===== src/rtl/fib_pkg.sv =====
// Shared constants and FSM state encoding for the Fibonacci-style LIFO stack controller.
package fib_pkg;

  localparam int WIDTH_DEF = 8;
  localparam int DEPTH_DEF = 16;

  typedef enum logic [1:0] {
    ST_IDLE  = 2'd0,
    ST_WRITE = 2'd1,
    ST_READ  = 2'd2,
    ST_DONE  = 2'd3
  } state_e;

  // Occupancy counter needs one extra bit so it can represent DEPTH itself.
  function automatic int sp_width(input int depth);
    return $clog2(depth) + 1;
  endfunction

endpackage


===== src/rtl/stack_mem.sv =====
// DEPTH x WIDTH register file: synchronous write, combinational indexed read, no reset.
module stack_mem #(
  parameter int WIDTH = 8,
  parameter int DEPTH = 16,
  parameter int AW    = $clog2(DEPTH)
) (
  input  logic             clk,
  input  logic             we_i,
  input  logic [AW-1:0]    waddr_i,
  input  logic [WIDTH-1:0] wdata_i,
  input  logic [AW-1:0]    raddr_i,
  output logic [WIDTH-1:0] rdata_o
);

  logic [WIDTH-1:0] mem_q [DEPTH];

  always_ff @(posedge clk) begin
    if (we_i) begin
      mem_q[waddr_i] <= wdata_i;
    end
  end

  assign rdata_o = mem_q[raddr_i];

endmodule


===== src/rtl/fib_stack_ctrl.sv =====
// LIFO stack controller: request handshake FSM, saturating stack pointer and sticky error flags.
//   state    | meaning
//   ST_IDLE  | waiting for a request; push wins over pop
//   ST_WRITE | store din at mem[sp] and bump sp, or flag overflow when full
//   ST_READ  | load dout from mem[sp-1] and drop sp, or flag underflow when empty
//   ST_DONE  | one-cycle readySig pulse, then back to idle
module fib_stack_ctrl
  import fib_pkg::*;
#(
  parameter int WIDTH = WIDTH_DEF,
  parameter int DEPTH = DEPTH_DEF
) (
  input  logic                     clk,
  input  logic                     rst,
  input  logic                     pushSig,
  input  logic                     popSig,
  input  logic [WIDTH-1:0]         din,
  output logic [WIDTH-1:0]         dout,
  output logic                     readySig,
  output logic                     full,
  output logic                     empty,
  output logic                     ovf,
  output logic                     udf,
  output logic [$clog2(DEPTH):0]   sp
);

  localparam int AW  = $clog2(DEPTH);
  localparam int SPW = AW + 1;

  localparam logic [SPW-1:0] SP_ONE  = SPW'(1);
  localparam logic [SPW-1:0] SP_FULL = SPW'(DEPTH);
  localparam logic [AW-1:0]  AD_ONE  = AW'(1);

  state_e state_q, state_d;

  logic [SPW-1:0]   sp_q, sp_d;
  logic [WIDTH-1:0] dout_q, dout_d;
  logic             ovf_q, ovf_d;
  logic             udf_q, udf_d;

  logic             full_w, empty_w;
  logic             ready_w;
  logic             mem_we_w;
  logic             do_pop_w;
  logic             set_ovf_w;
  logic             set_udf_w;
  logic [AW-1:0]    waddr_w;
  logic [AW-1:0]    raddr_w;
  logic [WIDTH-1:0] rdata_w;

  assign full_w  = (sp_q == SP_FULL);
  assign empty_w = (sp_q == '0);

  // When full the low pointer bits wrap to zero, so sp-1 on those bits still names the top entry.
  assign waddr_w = sp_q[AW-1:0];
  assign raddr_w = sp_q[AW-1:0] - AD_ONE;

  // State register
  always_ff @(posedge clk or posedge rst) begin
    if (rst) begin
      state_q <= ST_IDLE;
    end else begin
      state_q <= state_d;
    end
  end

  // Next-state logic
  always_comb begin
    state_d = state_q;
    case (state_q)
      ST_IDLE: begin
        if (pushSig) begin
          state_d = ST_WRITE;
        end else if (popSig) begin
          state_d = ST_READ;
        end
      end
      ST_WRITE: state_d = ST_DONE;
      ST_READ:  state_d = ST_DONE;
      ST_DONE:  state_d = ST_IDLE;
      default:  state_d = ST_IDLE;
    endcase
  end

  // Output / control decode
  always_comb begin
    ready_w   = 1'b0;
    mem_we_w  = 1'b0;
    do_pop_w  = 1'b0;
    set_ovf_w = 1'b0;
    set_udf_w = 1'b0;
    case (state_q)
      ST_WRITE: begin
        mem_we_w  = ~full_w;
        set_ovf_w = full_w;
      end
      ST_READ: begin
        do_pop_w  = ~empty_w;
        set_udf_w = empty_w;
      end
      ST_DONE: ready_w = 1'b1;
      default: ;
    endcase
  end

  always_comb begin
    sp_d   = sp_q;
    dout_d = dout_q;
    ovf_d  = ovf_q | set_ovf_w;
    udf_d  = udf_q | set_udf_w;
    if (mem_we_w) begin
      sp_d = sp_q + SP_ONE;
    end else if (do_pop_w) begin
      sp_d   = sp_q - SP_ONE;
      dout_d = rdata_w;
    end
  end

  always_ff @(posedge clk or posedge rst) begin
    if (rst) begin
      sp_q   <= '0;
      dout_q <= '0;
      ovf_q  <= 1'b0;
      udf_q  <= 1'b0;
    end else begin
      sp_q   <= sp_d;
      dout_q <= dout_d;
      ovf_q  <= ovf_d;
      udf_q  <= udf_d;
    end
  end

  stack_mem #(
    .WIDTH (WIDTH),
    .DEPTH (DEPTH),
    .AW    (AW)
  ) u_stack_mem (
    .clk     (clk),
    .we_i    (mem_we_w),
    .waddr_i (waddr_w),
    .wdata_i (din),
    .raddr_i (raddr_w),
    .rdata_o (rdata_w)
  );

  assign dout     = dout_q;
  assign readySig = ready_w;
  assign full     = full_w;
  assign empty    = empty_w;
  assign ovf      = ovf_q;
  assign udf      = udf_q;
  assign sp       = sp_q;

endmodule


===== config.mk =====
export PLATFORM = sky130hd
export DESIGN_NAME = fib_stack_ctrl
export DESIGN_NICKNAME = d
export VERILOG_FILES = /design/src/rtl/fib_pkg.sv /design/src/rtl/stack_mem.sv /design/src/rtl/fib_stack_ctrl.sv
export SDC_FILE = /design/constraint.sdc
export NUM_CORES = 1
export LEC_CHECK = 0
export ABC_AREA = 1
export CORE_MARGIN = 2
export CORE_UTILIZATION = 60
export CTS_CLUSTER_DIAMETER = 200
export DETAILED_ROUTE_END_ITERATION = 12
export PLACE_DENSITY = 0.78
export SYNTH_ARGS = -nofsm -noshare
export SYNTH_HDL_FRONTEND = slang
export SYNTH_SLANG_ARGS = --single-unit

===== constraint.sdc =====
create_clock -name clk -period 2.7 [get_ports clk]
set_input_delay 0.675 -clock clk [delete_from_list [all_inputs] [get_ports clk]]
set_output_delay 0.675 -clock clk [all_outputs]
set_load 0.01 [all_outputs]

**Word level (Yosys, flattened, before mapping)**

Memories as Yosys holds them, arrays and structs flattened. A register that Yosys moved wholly into a read port is not among the register bits.
Index checks and enable logic that the tools add are counted.

- Memory bits (writable): 128
- Memories: 1
- Output and inout port bits: 18
- Register bits after elaboration: 9
- Input port bits: 12

- Bitwise gates (word level): 5
- Add/sub/neg operators: 3
- Muxes and demuxes: 12
- Equality and inequality tests: 5
- Reduce and logical (&&, ||, !) cells: 5

Memory list:

| name | depth | width | read ports | clocked after Yosys merged registers in | write ports | RTL line | RTL |
|---|---|---|---|---|---|---|---|
| u_stack_mem.mem_q | 16 | 8 | 1 | 1 | 1 | stack_mem.sv:15 | `logic [WIDTH-1:0] mem_q [DEPTH];` |

Operators by type and width:

| kind | number |
|---|---|
| two-way mux 5 bit | 2 |
| two-way mux 1 bit | 7 |
| case mux 2 bit (3 select lines) | 1 |
| adder 5 x 1 -> 5 bit, second input constant | 1 |
| equality test 5 bit, second input constant | 1 |
| logical NOT 5 bit | 1 |
| subtractor 5 x 1 -> 5 bit, second input constant | 1 |
| equality test 2 bit, second input constant | 2 |
| two-way mux 2 bit | 2 |
| subtractor 4 x 1 -> 4 bit, second input constant | 1 |
| inequality test 3 bit, second input constant | 1 |
| NOT 1 bit | 3 |
| equality test 2 x 1 -> 1 bit, second input constant | 1 |
| logical NOT 2 bit | 1 |
| OR 1 bit | 2 |
| AND reduction 2 bit | 1 |
| nonzero test 2 bit | 1 |
| OR reduction 2 bit | 1 |

**Longest topological paths before layout**

Gate-level depths: netlist of the first run.

- Depth in word-level cells: 5
- Gate-level depth with buffers: 14
- Depth with buffers taken out: 12

**Modules after synthesis**

Synthesis of the first run repeated with hierarchy kept, for this count alone.

- Cells, all modules: 654
- Area total of the unflattened synthesis: 6,620.1 um^2

Modules (own cells, without submodules):

| module | sequential area each (um^2) | area an instance (um^2) | times used | cells each |
|---|---|---|---|---|
| stack_mem | 3,843.7 | 5,606.6 | 1 | 543 |
| fib_stack_ctrl | 425.4 | 1,013.5 | 1 | 111 |

**Least setup slack after synthesis of the first run**

No wires, ideal clock.

- Path kind: register to register
- Start: register sp_q[0], in the netlist sp[0]
- End: register sp_q[4], in the netlist sp[4]
- Period minus slack after synthesis: 2,400 ps
- Path slack: 300 ps
- Arrival: 2,283 ps
- Buffers on the path: 2
- Data required time: 2,583 ps
- Cell stages (with the launch flop): 14
- Setup time: 117 ps
- Path through: dfrtp_1 -> inv_2 -> buf_2 -> buf_2 -> ha_1 -> nand3_2 -> nand2_2 -> fa_1 -> nand2_1 -> nand2_1 -> a21o_1 -> o21bai_1 -> nand3_1 -> nand2_1

- Longest elaborated chain between the ends: 4
- Elaborated cells on any way between the ends: 11
- Those cells by class: 2 x add/sub; 1 x eq/ne; 4 x mux; 2 x bitwise; 2 x reduce/logical

Ends and longest elaborated chain:

| item | RTL line | RTL |
|---|---|---|
| from (decl) | fib_stack_ctrl.sv:36 | `logic [SPW-1:0] sp_q, sp_d;` |
| from (signal assigned) | fib_stack_ctrl.sv:126 | `sp_q <= sp_d;` |
| parallel branches: the longest is 4 deep, another holds subtractor 5 x 1 -> 5 bit | -- |  |

Parallel ways; which one is timed is not known. The select of a mux whose other input is x is not followed.
A chain may end at the register's enable or synchronous reset.

**Worst setup path in the final report of the first run**

- Start: register sp_q[0], in the netlist sp[0]
- End: output sp[0]

RTL lines:

| item | RTL line | RTL |
|---|---|---|
| to (decl) | fib_stack_ctrl.sv:24 | `output logic [$clog2(DEPTH):0] sp` |

No word-level cell between the ends.

==> results of run 1 <==
worst register-to-register path: stages, from the launching register on:
cell and delay, ns:
sky130_fd_sc_hd__dfrtp_2 0.43, sky130_fd_sc_hd__inv_2 0.09, sky130_fd_sc_hd__ha_2 0.28, sky130_fd_sc_hd__inv_1 0.70
sky130_fd_sc_hd__nand3_1 0.28, sky130_fd_sc_hd__nand3_1 0.18, sky130_fd_sc_hd__nand3_1 0.12, sky130_fd_sc_hd__nand2_1 0.08
sky130_fd_sc_hd__nand2_1 0.05, sky130_fd_sc_hd__nand2_1 0.06
worst max path at each step:
stage | startpoint | endpoint | cells past startpoint
after CTS | sp[1] | full | 5
final | sp[0] | sp[0] | 2
after global routing | sp[0] | sp[0] | 2
after floorplan | sp[0] | sp[4] | 13
after global placement | sp[1] | dout[0] | 9
after detailed placement | sp[1] | dout[0] | 9
metal layers:
layer	wire length (um)	vias up	track usage [%]
li1	-	2204	-
met1	6170	2230	35.9
met2	7740	182	46.7
met3	911	36	6.04
met4	432	0	12.9
met5	0	-	0
placed cells by master, fill, tap and decap left out, types with 12 or more instances in the layout:
cell,instances
sky130_fd_sc_hd__nand2_1,216
sky130_fd_sc_hd__edfxtp_1,128
sky130_fd_sc_hd__inv_1,111
sky130_fd_sc_hd__nand3_1,98
sky130_fd_sc_hd__clkdlybuf4s50_1,27
sky130_fd_sc_hd__buf_4,26
sky130_fd_sc_hd__nor2_1,16
sky130_fd_sc_hd__clkbuf_16,16
sky130_fd_sc_hd__dfrtp_1,14
sky130_fd_sc_hd__ha_1,12
logic make-up (layout without fill, tap and decap cells):
family,after synthesis,after routing,share of synthesized area (%)
and+or+nand+nor,342,342,22.1
DFF,145,145,64.7
buffers and inverters,140,201,8.44
adders and majority gates,14,14,2.77
AOI/OAI and AO/OA,12,12,1.14
xor gates and xnor gates,3,3,0.797
state kept, by name (all words and copies together), names as in the netlist:
name / flops
state_q: 2
sp: 5
dout: 8
u_stack_mem.mem_q: 128
udf: 1
ovf: 1
repair_timing:
item,4_1_cts,5_1_grt
hold buffers,0,0
cloned,0,0
endpoints found under the hold margin,0,0
buffers inserted,0,1
resized for setup,4,2
endpoints found under the setup margin,2,1
power by group through the flow:
| stage | registers, uW | logic [uW] | clock network, uW |
|---|---|---|---|
| 6_report | 2910 | 4060 | 2240 |
| 5_1_grt | 2940 | 4490 | 2350 |
| 4_1_cts | 2910 | 4000 | 2260 |
| 3_5_place_dp | 2950 | 3930 | 0 |
| 3_3_place_gp | 2950 | 3860 | 0 |
| 2_1_floorplan | 2940 | 2710 | 0 |
final cells by class:
class	instances	area, um2
fill	779	3090
clock buffer	18	418
tap	140	175
multi-input combinational	371	1770
inverter	116	438
clock inverter	12	143
timing repair buffer	55	487
sequential	145	4270
metrics by stage:
| stage | hold slack, ns | util [%] | area (um2) | std cells | setup slack (ns) |
|---|---|---|---|---|---|
| CTS | 0.478 | 71.3 | 7690 | 856 | 0.00848 |
| global route | 0.492 | 71.4 | 7700 | 857 | 0.211 |
| detailed placement | 0.465 | 66.1 | 7130 | 826 | 0.295 |
| global placement | 0.440 | 66.1 | 7130 | 826 | 0.389 |
| floorplan | 0.493 | - | 6590 | 656 | 0.300 |
| finish | 0.477 | 71.4 | 7700 | 857 | 0.263 |
==> impl_metrics.prom, run 1 <==
# TYPE chip_impl_metric gauge
chip_impl_metric{name="wire_length_of_the_first_global_routing_pass",unit="um"} 24100
chip_impl_metric{name="power_frac_seq",unit="%"} 31.6
chip_impl_metric{name="synth-seq-area-share",unit="%"} 64.7
chip_impl_metric{name="synth_cells",unit=""} 656
chip_impl_metric{name="numClockSinks",unit=""} 145
chip_impl_metric{name="cp_max_fo",unit=""} 22
chip_impl_metric{name="area_growth_syn_to_layout",unit="%"} 16.8
chip_impl_metric{name="asyncSetResetFlopFracSynth",unit="%"} 11.7
chip_impl_info{name="cts_tree",value="yes"} 1
chip_impl_info{name="hp-class",value="flop to flop"} 1
chip_impl_metric{name="worst_ir_drop_vdd",unit="V"} 0.000726
chip_impl_metric{name="floorplan.core_area",unit="mm2"} 0.0108
chip_impl_metric{name="synth-seq-cells",unit=""} 145
chip_impl_metric{name="num_io_pins",unit=""} 30
chip_impl_info{name="launching_point_of_the_worst_reg2reg_path",value="sp[1]"} 1
chip_impl_metric{name="min_period_over_period",unit="%"} 90.3
chip_impl_metric{name="fin_nets",unit=""} 732
chip_impl_metric{name="netlist.area_leader.share",unit="%"} 58.3
chip_impl_metric{name="hold_depth",unit=""} 1
chip_impl_info{name="critical-path-slowest-cell",value="sky130_fd_sc_hd__clkdlybuf4s50_1"} 1
chip_impl_metric{name="ff2ff_setup_slack",unit="ns"} 0.38
chip_impl_metric{name="edff_count_synth",unit=""} 128
chip_impl_metric{name="worst_pin_slew",unit="ns"} 0.958
chip_impl_metric{name="htreeDepth",unit=""} 4
chip_impl_metric{name="syn-cell-area",unit="mm2"} 0.00659
chip_impl_metric{name="wl",unit="um"} 15300
chip_impl_metric{name="power-per-cell-area",unit="mW/mm2"} 1200
chip_impl_info{name="ys_dominant_reg_cell",value="sky130_fd_sc_hd__edfxtp_1"} 1
chip_impl_metric{name="antenna_cells_inserted",unit=""} 0
chip_impl_metric{name="timing_max_transition_violations_final",unit=""} 0
chip_impl_metric{name="drt_drc_violations_left",unit=""} 0
chip_impl_metric{name="detail_route.first_pass.iterations",unit=""} 7
chip_impl_metric{name="finalSetupViolCount",unit=""} 0
chip_impl_metric{name="dr_total_vias",unit=""} 4652
chip_impl_metric{name="max-slew-margin-rel",unit="%"} 36.1
chip_impl_info{name="cell_with_the_most_instances_after_synthesis",value="sky130_fd_sc_hd__nand2_1"} 1
chip_impl_metric{name="dieArea",unit="mm2"} 0.0118
chip_impl_metric{name="dieHeight",unit="um"} 109
chip_impl_metric{name="row_count",unit=""} 38
chip_impl_metric{name="tns",unit="ns"} 0
chip_impl_metric{name="yosysUniqueCellTypes",unit=""} 27
chip_impl_metric{name="sw_frac_of_total",unit="%"} 40.4
chip_impl_metric{name="gr-total-overflow",unit=""} 0
chip_impl_metric{name="critPathRequiredTime",unit="ns"} 2.03
chip_impl_info{name="ys_top_cells_by_count",value="sky130_fd_sc_hd__nand2_1, sky130_fd_sc_hd__edfxtp_1, sky130_fd_sc_hd__inv_1"} 1
chip_impl_metric{name="power_leakage",unit="uW"} 0.00345
chip_impl_metric{name="overall_power",unit="uW"} 9210
chip_impl_info{name="worstReg2RegEnd",value="dout[0]"} 1
chip_impl_metric{name="initial_standard_cell_utilization_of_the_core",unit="%"} 61.1
chip_impl_metric{name="internal_power",unit="uW"} 5490
chip_impl_metric{name="cts-root-to-sink-buffers",unit=""} 2
chip_impl_metric{name="crit_buf_inv",unit=""} 2
chip_impl_metric{name="hpwlAfterDp",unit="um"} 9850
chip_impl_metric{name="grt_pass1_vias",unit=""} 4730
chip_impl_metric{name="power_frac_clock",unit="%"} 24.3
chip_impl_metric{name="buffer_ports.inserted",unit=""} 29
chip_impl_metric{name="antenna_found_initial",unit=""} 0
chip_impl_metric{name="maxCapViolations",unit=""} 0
chip_impl_metric{name="final.min_clock_period",unit="ns"} 2.44
chip_impl_metric{name="crit_path_max_incr_delay",unit="ns"} 0.60
chip_impl_metric{name="comb_power_share",unit="%"} 44.1
chip_impl_info{name="clk_root_buffer_cell",value="sky130_fd_sc_hd__clkbuf_8"} 1
chip_impl_metric{name="syn-num-nets",unit=""} 682
chip_impl_metric{name="switching_power",unit="uW"} 3720
chip_impl_info{name="post_synth_main_area_contributors",value="sky130_fd_sc_hd__edfxtp_1, sky130_fd_sc_hd__nand2_1, sky130_fd_sc_hd__nand3_1, sky130_fd_sc_hd__dfrtp_1, sky130_fd_sc_hd__inv_1"} 1
chip_impl_metric{name="ys.warnings.count",unit=""} 0
chip_impl_metric{name="cts.reportedPaths.clkPinSlew",unit="ns"} 0.06
chip_impl_metric{name="gp_routability_congestion",unit=""} 0.888
chip_impl_metric{name="wire_per_inst",unit="um"} 17.8
chip_impl_metric{name="clock_insertion_delay_at_the_later_pin_of_the_skew_report",unit="ns"} 0.53
chip_impl_info{name="critical_path_class",value="flop to primary output"} 1
chip_impl_metric{name="finalHoldViolations",unit=""} 0
chip_impl_info{name="result_of_the_run",value="finished, final reports clean"} 1
chip_impl_info{name="crit_path_end_kind",value="primary output"} 1
chip_impl_metric{name="chipWidth",unit="um"} 109
chip_impl_metric{name="grt.total_usage",unit="%"} 28.2
chip_impl_metric{name="finalClockSkew",unit="ns"} 0.00838
chip_impl_metric{name="drt-vias-per-instance",unit=""} 5.43
chip_impl_metric{name="worstRegToRegCells",unit=""} 9
chip_impl_metric{name="worst-endpoint-arrival",unit="ns"} 1.76
chip_impl_info{name="post-synth-top-area-cell",value="sky130_fd_sc_hd__edfxtp_1"} 1
chip_impl_info{name="critical_path.cell_chain",value="buf_4 > clkdlybuf4s50_1"} 1
chip_impl_info{name="timing.critical_path.from_type",value="flop"} 1
chip_impl_info{name="delay_heaviest_family_cp",value="buffers and inverters"} 1
chip_impl_metric{name="pin_count_of_the_biggest_net_entering_global_routing",unit=""} 50
chip_impl_metric{name="drt-initial-drc-count",unit=""} 477
chip_impl_info{name="min_from",value="udf"} 1
chip_impl_metric{name="share_of_layout_cells_above_drive_strength_1",unit="%"} 10.3
chip_impl_info{name="min_to",value="udf"} 1
chip_impl_metric{name="synthesis.area_per_instance",unit="um2"} 10.1
chip_impl_metric{name="numCtsBuffers",unit=""} 17
chip_impl_metric{name="post_drt_antenna_nets",unit=""} 0
chip_impl_metric{name="max_freq",unit="MHz"} 410
chip_impl_info{name="rsz0062_at_grt",value="false"} 1
Note: power is estimated with default switching activity, not from simulation.
==> run 2: changes to the inputs <==
--- a/config.mk
+++ b/config.mk
@@ -5,12 +5,11 @@
 export SDC_FILE = /design/constraint.sdc
 export NUM_CORES = 1
 export LEC_CHECK = 0
-export ABC_AREA = 1
 export CORE_MARGIN = 2
 export CORE_UTILIZATION = 60
 export CTS_CLUSTER_DIAMETER = 200
 export DETAILED_ROUTE_END_ITERATION = 12
-export PLACE_DENSITY = 0.78
+export PLACE_DENSITY = 0.79
 export SYNTH_ARGS = -nofsm -noshare
 export SYNTH_HDL_FRONTEND = slang
 export SYNTH_SLANG_ARGS = --single-unit
==> run 2 against run 1 <==
Compared with the run above:
- register-to-register slack worse by 0.09 ns
- critical path type unchanged
- die area down 7.6%
- combinational power down 13%
- clock skew about the same
- clock-buffer cell count down 1
- highest routed layer unchanged
- critical path depth up 3
- via count down 33%
- design area down 6.1%
==> impl_metrics.prom, run 2 <==
# TYPE chip_impl_metric gauge
chip_impl_info{name="worstReg2RegEnd",value="dout[0]"} 1
chip_impl_metric{name="dp_slack",unit="ns"} 0.213
chip_impl_metric{name="finalSetupViolCount",unit=""} 0
chip_impl_metric{name="row_count",unit=""} 36
chip_impl_metric{name="clock_insertion_delay_at_the_later_pin_of_the_skew_report",unit="ns"} 0.52
chip_impl_metric{name="post_cts_buffers",unit=""} 0
chip_impl_metric{name="drt-initial-drc-count",unit=""} 237
chip_impl_metric{name="antenna_cells_inserted",unit=""} 0
chip_impl_info{name="critical_path_class",value="flop to primary output"} 1
chip_impl_metric{name="dr_total_vias",unit=""} 3121
chip_impl_metric{name="chipWidth",unit="um"} 105
chip_impl_metric{name="initial_standard_cell_utilization_of_the_core",unit="%"} 61.9
chip_impl_metric{name="buffer_ports.inserted",unit=""} 29
chip_impl_info{name="top_register",value="u_stack_mem.mem_q"} 1
chip_impl_metric{name="worst_pin_slew",unit="ns"} 0.751
chip_impl_info{name="final_cell_mix",value="sky130_fd_sc_hd__edfxtp_1, sky130_fd_sc_hd__nor2_1, sky130_fd_sc_hd__mux4_1"} 1
chip_impl_metric{name="final.min_clock_period",unit="ns"} 2.56
chip_impl_metric{name="power_leakage",unit="uW"} 0.00260
chip_impl_info{name="ys_top_cells_by_count",value="sky130_fd_sc_hd__edfxtp_1, sky130_fd_sc_hd__mux4_1, sky130_fd_sc_hd__nor2_1"} 1
chip_impl_metric{name="finalHoldViolations",unit=""} 0
chip_impl_metric{name="max_freq",unit="MHz"} 390
chip_impl_metric{name="pin_count_of_the_biggest_net_entering_global_routing",unit=""} 28
chip_impl_metric{name="synthesis.area_per_instance",unit="um2"} 19.2
chip_impl_info{name="ys_dominant_reg_cell",value="sky130_fd_sc_hd__edfxtp_1"} 1
chip_impl_info{name="timing.critical_path.from_type",value="flop"} 1
chip_impl_metric{name="maxCapViolations",unit=""} 0
chip_impl_info{name="min_to",value="udf"} 1
chip_impl_metric{name="numClockSinks",unit=""} 145
chip_impl_metric{name="drt_drc_violations_left",unit=""} 0
chip_impl_metric{name="synth-seq-cells",unit=""} 145
chip_impl_metric{name="synth_cells",unit=""} 316
chip_impl_metric{name="syn-num-nets",unit=""} 342
chip_impl_metric{name="wl",unit="um"} 11800
chip_impl_metric{name="num_io_pins",unit=""} 30
chip_impl_info{name="cell_with_the_most_instances_after_synthesis",value="sky130_fd_sc_hd__edfxtp_1"} 1
chip_impl_metric{name="edff_count_synth",unit=""} 128
chip_impl_metric{name="cts.reportedPaths.clkPinSlew",unit="ns"} 0.06
chip_impl_metric{name="tns",unit="ns"} 0
chip_impl_metric{name="syn-cell-area",unit="mm2"} 0.00608
chip_impl_metric{name="grt.total_usage",unit="%"} 23.1
chip_impl_metric{name="power-per-cell-area",unit="mW/mm2"} 1190
chip_impl_info{name="rsz0062_at_grt",value="false"} 1
chip_impl_metric{name="worst_ir_drop_vdd",unit="V"} 0.000767
chip_impl_metric{name="wire_per_inst",unit="um"} 22.7
chip_impl_metric{name="synth-seq-area-share",unit="%"} 70.2
chip_impl_metric{name="dieHeight",unit="um"} 105
chip_impl_metric{name="power_frac_clock",unit="%"} 25.9
chip_impl_metric{name="largest_register_ffs",unit=""} 128
chip_impl_metric{name="post_drt_antenna_nets",unit=""} 0
chip_impl_metric{name="hold_slack",unit="ns"} 0.463
chip_impl_metric{name="m1WireLength",unit="um"} 4760
chip_impl_info{name="clk_root_buffer_cell",value="sky130_fd_sc_hd__clkbuf_8"} 1
chip_impl_info{name="post_synth_main_area_contributors",value="sky130_fd_sc_hd__edfxtp_1, sky130_fd_sc_hd__mux4_1, sky130_fd_sc_hd__dfrtp_1, sky130_fd_sc_hd__ha_1, sky130_fd_sc_hd__nor2_1"} 1
chip_impl_metric{name="setup_slack",unit="ns"} 0.137
chip_impl_info{name="mostFrequentLayoutCell",value="sky130_fd_sc_hd__edfxtp_1"} 1
chip_impl_metric{name="ff2ff_setup_slack",unit="ns"} 0.29
chip_impl_metric{name="met3_wirelength",unit="um"} 855
chip_impl_metric{name="worstRegToRegCells",unit=""} 7
chip_impl_metric{name="switching_power",unit="uW"} 2730
chip_impl_metric{name="antenna_found_initial",unit=""} 0
chip_impl_metric{name="wl_met2",unit="um"} 5980
chip_impl_metric{name="detail_route.first_pass.iterations",unit=""} 6
chip_impl_info{name="crit_path_end_kind",value="primary output"} 1
chip_impl_metric{name="cp_max_fo",unit=""} 4
chip_impl_metric{name="yosysUniqueCellTypes",unit=""} 36
chip_impl_metric{name="floorplan.core_area",unit="mm2"} 0.00982
chip_impl_metric{name="place_area",unit="mm2"} 0.00665
chip_impl_metric{name="area_growth_syn_to_layout",unit="%"} 19.0
chip_impl_metric{name="drt-vias-per-instance",unit=""} 6.01
chip_impl_metric{name="min_period_over_period",unit="%"} 94.9
chip_impl_metric{name="dieArea",unit="mm2"} 0.0109
chip_impl_info{name="highest_layer",value="met4"} 1
chip_impl_metric{name="critPathRequiredTime",unit="ns"} 2.03
chip_impl_metric{name="finish.instance_area",unit="mm2"} 0.00723
chip_impl_info{name="result_of_the_run",value="finished, final reports clean"} 1
chip_impl_metric{name="htreeDepth",unit=""} 4
chip_impl_metric{name="worst-endpoint-arrival",unit="ns"} 1.89
chip_impl_metric{name="hold_depth",unit=""} 1
chip_impl_metric{name="ys.warnings.count",unit=""} 0
chip_impl_metric{name="internal_power",unit="uW"} 5880
chip_impl_metric{name="wire_length_of_the_first_global_routing_pass",unit="um"} 18100
chip_impl_metric{name="max-slew-margin-rel",unit="%"} 49.9
chip_impl_metric{name="share_of_layout_cells_above_drive_strength_1",unit="%"} 20.7
chip_impl_metric{name="timing_max_transition_violations_final",unit=""} 0
chip_impl_metric{name="cts-root-to-sink-buffers",unit=""} 2
chip_impl_metric{name="numCtsBuffers",unit=""} 17
chip_impl_metric{name="overall_power",unit="uW"} 8610
chip_impl_metric{name="asyncSetResetFlopFracSynth",unit="%"} 11.7
chip_impl_metric{name="finalClockSkew",unit="ns"} 0.00848
chip_impl_info{name="post-synth-top-area-cell",value="sky130_fd_sc_hd__edfxtp_1"} 1
chip_impl_info{name="hp-class",value="flop to flop"} 1
chip_impl_metric{name="grt_pass1_vias",unit=""} 3140
chip_impl_info{name="launching_point_of_the_worst_reg2reg_path",value="sp[0]"} 1
chip_impl_metric{name="sw_frac_of_total",unit="%"} 31.7
chip_impl_metric{name="gp_routability_congestion",unit=""} 0.765
chip_impl_info{name="cts_tree",value="yes"} 1
chip_impl_info{name="min_from",value="udf"} 1
chip_impl_metric{name="power_frac_seq",unit="%"} 33.2
chip_impl_metric{name="gr-total-overflow",unit=""} 0
chip_impl_metric{name="comb_power_share",unit="%"} 40.9
chip_impl_metric{name="fin_nets",unit=""} 399
chip_impl_metric{name="cts_hold_buffers",unit=""} 0
chip_impl_metric{name="netlist.area_leader.share",unit="%"} 63.2
chip_impl_metric{name="hpwlAfterDp",unit="um"} 7380
[run 2: changes by cell type after synthesis, sizes merged, moves of 7 or more]
cell,before,now
inv,116,9
nor2,18,29
a221o,0,8
mux2,0,9
clkbuf,11,3
nand2,218,12
nor3,3,10
nand3,102,1
mux4,0,32
[run 2: kinds of logic after synthesis]
logic type / count (synthesis) / synth area share, %
mux: 42 / 15.5
simple gates: 65 / 4.94
fa+ha+maj: 14 / 3.01
compound gates: 21 / 2.90
buf+inv: 23 / 2.24
xor+xnor: 6 / 1.17
flops: 145 / 70.2
[run 2: layout make-up]
cell class | count | area (um2)
sequential | 145 | 4270
fill | 594 | 2590
multi-input combinational | 148 | 1710
timing repair buffer | 51 | 474
clock buffer | 17 | 414
tap | 133 | 166
clock inverter | 15 | 160
inverter | 10 | 38.8
[run 2: how the worst max path moves through the flow]
stage	slack, ns	cells after the start	endpoint	startpoint
floorplan	0.02	12	sp[4]	sp[0]
global placement	0.25	5	empty	sp[0]
detailed placement	0.21	7	dout[7]	sp[0]
CTS	0.002	5	empty	sp[0]
global route	0.06	5	empty	sp[0]
finish	0.14	5	empty	sp[0]
[run 2: worst max-delay path, stage by stage, from the launching register on]
cell	delay (ns)
sky130_fd_sc_hd__dfrtp_2	0.41
sky130_fd_sc_hd__clkinv_2	0.09
sky130_fd_sc_hd__ha_4	0.15
sky130_fd_sc_hd__or4b_4	0.50
sky130_fd_sc_hd__inv_1	0.09
sky130_fd_sc_hd__clkbuf_2	0.13
[run 2: routing by layer]
layer / GRT usage [%] / vias up
met4: 7.90 / 0
met1: 30.7 / 1579
met5: 0 / -
li1: - / 1391
met2: 37.4 / 131
met3: 6.24 / 20
[run 2: what timing repair did]
action / 4_1_cts / 5_1_grt
resized for setup: 7 / 1
setup endpoints to repair: 2 / 1
endpoints found under the hold margin: 0 / 0
[run 2: through the flow]
| stage | std cells | utilization (%) |
|---|---|---|
| 2_1_floorplan | 316 | - |
| 3_3_place_gp | 487 | 67.7 |
| 3_5_place_dp | 487 | 67.7 |
| 4_1_cts | 519 | 73.7 |
| 5_1_grt | 519 | 73.6 |
| 6_report | 519 | 73.6 |
[run 2: power by group through the flow]
| stage | registers (uW) | clock network [uW] | logic (uW) |
|---|---|---|---|
| after CTS | 2860 | 2270 | 3560 |
| final | 2860 | 2230 | 3530 |
| after global routing | 2880 | 2370 | 3820 |
| after floorplan | 2940 | 0 | 2510 |
| after detailed placement | 2900 | 0 | 3480 |
| after global placement | 2890 | 0 | 3400 |
